--- src/rtl/mux16_rr_arbiter.sv ---
// 16-source round-robin arbiter driving a 16:1 bit mux, with bounded bursts
// and one idle arbitration cycle between consecutive grants.
module mux16_rr_arbiter #(
    parameter int MAX_BURST = 4
) (
    input  logic        clk,
    input  logic        rst_n,
    input  logic [15:0] req,
    input  logic [15:0] data_in,
    input  logic        out_ready,
    output logic [15:0] grant,
    output logic [3:0]  sel,
    output logic        out_valid,
    output logic        data_out,
    output logic        busy
);

    typedef enum logic {
        ST_IDLE  = 1'b0,
        ST_GRANT = 1'b1
    } state_t;

    localparam logic [3:0] BURST_LAST = 4'(MAX_BURST - 1);

    state_t      state_r;
    logic [3:0]  last_r;
    logic [3:0]  beat_cnt_r;
    logic [15:0] grant_r;
    logic [3:0]  sel_r;
    logic        busy_r;

    logic        any_req_s;
    logic [3:0]  pick_s;
    logic        sel_req_s;
    logic        beat_s;
    logic        burst_done_s;

    // First set bit of r scanning cyclically from start; lowest offset wins.
    function automatic logic [3:0] rr_pick(input logic [15:0] r, input logic [3:0] start);
        logic [3:0] idx;
        logic [3:0] pick;
        pick = 4'd0;
        for (int i = 15; i >= 0; i--) begin
            idx = start + 4'(i);
            if (r[idx]) begin
                pick = idx;
            end else begin
                pick = pick;
            end
        end
        return pick;
    endfunction

    // Arbitration and burst-termination decode.
    always_comb begin
        any_req_s    = 1'b0;
        pick_s       = 4'd0;
        sel_req_s    = 1'b0;
        beat_s       = 1'b0;
        burst_done_s = 1'b0;
        any_req_s    = (req != 16'd0);
        pick_s       = rr_pick(req, last_r + 4'd1);
        sel_req_s    = req[sel_r];
        if (state_r == ST_GRANT) begin
            beat_s       = sel_req_s && out_ready;
            burst_done_s = beat_s && (beat_cnt_r == BURST_LAST);
        end else begin
            beat_s       = 1'b0;
            burst_done_s = 1'b0;
        end
    end

    // Two-state FSM holding grant, select, burst counter and round-robin pointer.
    always_ff @(posedge clk or negedge rst_n) begin
        if (!rst_n) begin
            state_r    <= ST_IDLE;
            last_r     <= 4'd15;
            beat_cnt_r <= 4'd0;
            grant_r    <= 16'd0;
            sel_r      <= 4'd0;
            busy_r     <= 1'b0;
        end else begin
            case (state_r)
                ST_IDLE: begin
                    beat_cnt_r <= 4'd0;
                    if (any_req_s) begin
                        state_r <= ST_GRANT;
                        grant_r <= 16'd1 << pick_s;
                        sel_r   <= pick_s;
                        busy_r  <= 1'b1;
                    end else begin
                        state_r <= ST_IDLE;
                        grant_r <= 16'd0;
                        busy_r  <= 1'b0;
                    end
                end
                ST_GRANT: begin
                    // Exit on dropped request or on the final beat of the burst.
                    if (!sel_req_s || burst_done_s) begin
                        state_r    <= ST_IDLE;
                        last_r     <= sel_r;
                        grant_r    <= 16'd0;
                        beat_cnt_r <= 4'd0;
                        busy_r     <= 1'b0;
                    end else if (beat_s) begin
                        beat_cnt_r <= beat_cnt_r + 4'd1;
                    end else begin
                        beat_cnt_r <= beat_cnt_r;
                    end
                end
                default: begin
                    state_r    <= ST_IDLE;
                    grant_r    <= 16'd0;
                    beat_cnt_r <= 4'd0;
                    busy_r     <= 1'b0;
                end
            endcase
        end
    end

    // Beat valid and muxed data; both fall to zero immediately outside a grant.
    always_comb begin
        out_valid = 1'b0;
        data_out  = 1'b0;
        if (state_r == ST_GRANT) begin
            out_valid = sel_req_s;
            data_out  = data_in[sel_r];
        end else begin
            out_valid = 1'b0;
            data_out  = 1'b0;
        end
    end

    assign grant = grant_r;
    assign sel   = sel_r;
    assign busy  = busy_r;

endmodule

--- config.mk ---
export PLATFORM = sky130hd
export DESIGN_NAME = mux16_rr_arbiter
export DESIGN_NICKNAME = d
export VERILOG_FILES = /design/src/rtl/mux16_rr_arbiter.sv
export SDC_FILE = /design/constraint.sdc
export NUM_CORES = 1
export LEC_CHECK = 0
export ABC_AREA = 1
export BUFFER_PORTS_ARGS = -buffer_cell sky130_fd_sc_hd__buf_4
export CAP_MARGIN = 25
export CORE_MARGIN = 4
export CORE_UTILIZATION = 40
export DETAILED_ROUTE_END_ITERATION = 7
export GPL_ROUTABILITY_DRIVEN = 0
export MAX_ROUTING_LAYER = met4
export REMOVE_ABC_BUFFERS = 1
export SLEW_MARGIN = 40
export SYNTH_ARGS = -nofsm -noshare
export SYNTH_HDL_FRONTEND = slang
export SYNTH_SLANG_ARGS = --single-unit
--- constraint.sdc ---
create_clock -name clk -period 7.1 [get_ports clk]
set_clock_uncertainty 0.15 [all_clocks]
set_input_delay 0.355 -clock clk [delete_from_list [all_inputs] [get_ports clk]]
set_output_delay 0.355 -clock clk [all_outputs]
set_load 0.02 [all_outputs]
; Yosys cells after proc, flatten, opt, wreduce, memory -nomap -nowiden
; Cells that the tools add are included.
[classes]
n_lt_le_gt_ge = 17
shifts = 1
bitwise_logic = 1
n_reduce_logical = 7
n_mux = 67
add_sub_neg = 17
n_eq_ne = 3
[ops]
columns = cell, count
row1 = < comparator 4 x 5 -> 1 bit (second input constant), 17
row2 = binary-select mux 1 bit (select 4 bit), 18
row3 = two-way mux 4 bit, 18
row4 = adder 4 bit (second input constant), 8
row5 = two-way mux 16 bit, 2
row6 = one-hot mux 16 bit (2 select lines), 1
row7 = two-way mux 1 bit, 25
row8 = adder 4 x 3 -> 4 bit (second input constant), 4
row9 = nonzero test 16 bit, 1
row10 = << shifter 1 x 4 -> 16 bit (first input constant), 1
row11 = adder 4 x 1 -> 4 bit (second input constant), 3
row12 = adder 4 x 2 -> 4 bit (second input constant), 2
row13 = one-hot mux 4 bit (2 select lines), 1
row14 = == test 4 x 2 -> 1 bit (second input constant), 1
row15 = one-hot mux 1 bit (2 select lines), 2
row16 = AND reduction 2 bit, 2
row17 = != test 3 x 1 -> 1 bit (second input constant), 1
row18 = logical AND 1 bit, 2
row19 = != test 2 x 1 -> 1 bit (second input constant), 1
row20 = logical NOT 1 bit, 1
row21 = logical OR 1 bit, 1
row22 = inverter 1 bit, 1
[totals]
wordCells = 119
in_bits = 35
output_inout_bits = 23
regBits = 30

; Depth between registers and ports, before layout
[logic_depth]
depth_word = 23
depth_mapped = 36
ltp_nobuf = 34

; Worst setup path after synthesis
; Ideal clock, no wire load.
[synth_path]
kind = register to register
start = reg last_r[0]
end = reg grant_r[12] (netlist: grant[12])
arrival_ns = 3.311
setup_time_ns = 0.066
synth_period_minus_slack_ns = 3.526
n_path_buf = 3
required_time_ns = 6.884
path_slack_ns = 3.574
path_stages_with_launch = 36
cell_sequence = dfstp_2 > inv_2 > buf_4 > ha_1 > buf_6 > inv_4 > buf_2 > ha_1 > inv_1 > nor2_1 > inv_1 > nand2_1 > nand2_1 > nand2_1 > nand3_2 > nand2_2 > inv_2 > nand3_1 > nand3_1 > nand2_1 > nand2_1 > nand2_1 > nand2_1 > nand2_1 > nand2_1 > nand2_1 > nand2_1 > nand2_1 > nand2_1 > nand2_1 > nand2_1 > nand2_2 > nand2_2 > nor2_4 > nand3_1 > nand2_1
[synth_via]
elab_chain_len = 23
elab_cells_between_ends = 67
classes_between = add/sub: 16 / shift: 1 / mux: 50
[synth_lines]
columns = element, line_no
row1 = from (decl), 26  ; logic [3:0] last_r;
row2 = from (signal assigned), 101  ; last_r <= sel_r;
row3 = adder 4 x 1 -> 4 bit *, 62  ; pick_s = rr_pick(req, last_r + 4'd1);
row4 = adder 4 bit, 44  ; idx = start + 4'(i);
row5 = binary-select mux 1 bit (select 4 bit), 45  ; if (r[idx]) begin
row6 = two-way mux 1 bit (implied by the code), 45
row7 = two-way mux 4 bit (15 in a row), 45
row8 = two-way mux 4 bit *, 45
row9 = << shifter 1 x 4 -> 16 bit *, 88  ; grant_r <= 16'd1 << pick_s;
row10 = two-way mux 16 bit *, 86  ; if (any_req_s) begin
row11 = one-hot mux 16 bit (2 select lines) *, 83  ; case (state_r)
row12 = to (signal assigned), 88
row13 = to (decl), 28  ; logic [15:0] grant_r;
; Mark *: on every way between the ends. The rest lies on a longest branch, timed or not. The select of a mux whose other input is x is not followed.
; A chain may end at the register's enable or synchronous reset.

; Worst setup path in the final report
[layout_path]
start = reg last_r[0]
end = reg grant_r[0] (netlist: grant[0])
; Same word-level chain as after synthesis.

==> results.yml <==
finish:
  num_antenna_cells: 0
  drive_gt1_frac: 0.165
  final_net_count: 767
  register_area_sq_um: 756
  fill_cells: 1000
  final_common_cell: "nand2_1"
  post-route-util: 0.469
  area_delta_synth_final_pct: 13.6
  fin_area_sq_um: 4350
  final_cell_mix: "nand2_1, inv_1, nand3_1, buf_4, o21ai_0"
  multi_input_area_sq_um: 2570
clock_tree:
  clk_latency_ps: 280
  clkTransAtPathRegs_ps: 60
  cts_tree: "done"
  clockBufferDepth: 2
  cts_setup_buffers: 0
  numCtsBuffers: 5
  cts.sinks: 30
  clock-root-buffer: "clkbuf_8"
  htreeDepth: 2
yosys:
  ys_seq_area_frac: 0.197
  yosysUniqueCellTypes: 41
  syn_inst: 682
  avgSynthCellArea_sq_um: 5.61
  syn_area_sq_um: 3830
  ys_ff_latch: 30
  synth_warnings: 0
floorplanning:
  die_width_um: 106
  row_count: 35
  core_sq_um: 9280
  die_y_um: 106
  start_util: 0.412
  dieArea_sq_um: 11200
  ios: 58
critical_path:
  r2r_end: "grant[0]"
  crit_slowest_cell: "ha_1"
  r2r_slack_ps: 2570
  path_delay_family: "simple AND/OR/NAND/NOR gates"
  cp.required_ps: 7170
  critPathBufInv: 2
  setup.worst_path.end_class: "flip-flop"
  cpMostUsedCell: "nand2_1"
  r2r_start: "last_r[0]"
  arrival_ps: 4590
  start_kind: "flip-flop"
  reg2reg_depth: 28
  worst-path-max-fanout: 32
  critPathKind: "reg2reg"
  cp_slowest_stage_delay_ps: 860
sta:
  min_period_ps: 4530
  tightest_slew_ps: 744
  setup_viol: 0
  period_share: 0.638
  layout_setup_ws_ps: 2570
  grt_setup_unrepaired: "no"
  slew-limit-headroom: 0.504
  max_freq_ghz: 0.221
  slew_violations: 0
  tns_ps: 0
  hold_viol_final: 0
detailed_routing:
  vias_per_cell: 5.11
  drt_iter0_drc: 242
  final_antenna_net_count: 0
  drc: 0
  routed_wl_mm: 12.0
  wl_per_cell_um: 14.0
  via_count: 4373
  drt_pass1_iterations: 5
placed_design:
  pre_cts_ws_ps: 2680
  dp_hpwl_mm: 9.35
  io_buffers: 57
  place_area_sq_um: 4250
global_route:
  grt.total_usage: 0.217
  grt_max_degree: 41
  grt_pass1_vias: 4141
  grt-ovfl-total: 0
  grt_pass1_wl_mm: 19.6
  antenna_found_initial: 0
worst_hold_path:
  whs_endpoint: "beat_cnt_r[1]"
  worstHoldStart: "out_ready"
  hold-path-cell-count: 3
  hp-class: "in2reg"
run:
  drv_cap: 0
outcome:
  outcome: "finished, final reports clean"
-- final cells by class --
class | count | share of cell area
Tap cell | 129 | 0.0371
Timing Repair Buffer | 60 | 0.104
Sequential cell | 30 | 0.174
Clock buffer | 8 | 0.0207
Multi-Input combinational cell | 544 | 0.590
Inverter | 85 | 0.0745
-- metrics by stage --
stage,hold slack [ps],instances
CTS,195,856
detailed placement,154,847
finish,196,856
floorplan,-90.6,659
global route,240,856
global placement,155,847
-- logic make-up (layout without fill, tap and decap cells) --
kind of cell / after synthesis / after routing / synth area share
simple gates: 440 / 440 / 0.497
xor+xnor: 4 / 4 / 0.0150
buf+inv: 108 / 153 / 0.132
flops: 30 / 30 / 0.197
fa+ha+maj: 6 / 6 / 0.0196
compound gates: 94 / 94 / 0.139
-- registers in the layout (all words and copies together), names as in the netlist --
| register | flops |
|---|---|
| grant | 16 |
| state_r | 1 |
| sel | 4 |
| beat_cnt_r | 4 |
| busy | 1 |
| last_r | 4 |
-- worst max-delay path by stage --
stage               from         to  slack (ps)  cells after the start
6_report       last_r[0]   grant[0]        2570                     28
5_1_grt        last_r[0]   grant[2]        2200                     30
4_1_cts        last_r[0]   grant[2]        2660                     28
3_5_place_dp   last_r[0]   grant[0]        2680                     28
3_3_place_gp   last_r[0]   grant[0]        2810                     28
2_1_floorplan  last_r[0]  grant[12]        2990                     31
-- worst register-to-register path: cells and delay by family, from the launching register on --
family	cells	cell delay, ps
flip-flops	1	530
buffers and inverters	2	420
adder cells (fa/ha/maj)	1	860
AND/OR/NAND/NOR	25	2480
-- synth_stat cells (all sizes together) --
| cell | count | area (sq um) |
|---|---|---|
| dfrtp | 26 | 651 |
| nor3 | 1 | 5.00 |
| o211ai | 1 | 7.51 |
| ha | 6 | 75.1 |
| clkbuf | 7 | 26.3 |
| a21oi | 31 | 185 |
| o21ai | 53 | 269 |
| o31ai | 2 | 15.0 |
| xor2 | 4 | 57.6 |
| o221ai | 3 | 26.3 |
| clkinv | 2 | 7.51 |
| a41oi | 1 | 8.76 |
| a31oi | 2 | 12.5 |
| nand3b | 1 | 7.51 |
| buf | 16 | 156 |
| nor2 | 34 | 145 |
| inv | 83 | 317 |
| nand3 | 77 | 400 |
| nor4 | 5 | 31.3 |
| nand4 | 3 | 33.8 |
| o22ai | 1 | 6.26 |
| dfstp | 4 | 105 |
| or2 | 1 | 6.26 |
| nand2 | 318 | 1270 |
-- metal layers --
metal,vias up,routed length [um],global-route usage
li1,2240,-,-
met2,103,5540,0.351
met5,-,0,-
met3,27,453,0.0190
met1,2003,5590,0.280
met4,0,416,0.0888
-- what timing repair did --
item,4_1_cts,5_1_grt
resized for setup,0,0
hold buffers,1,0
hold endpoints to repair,26,0
Power is left out: the tool's default activity adds up to more than one toggle a clock period on the data nets, which glitch-free logic cannot reach.
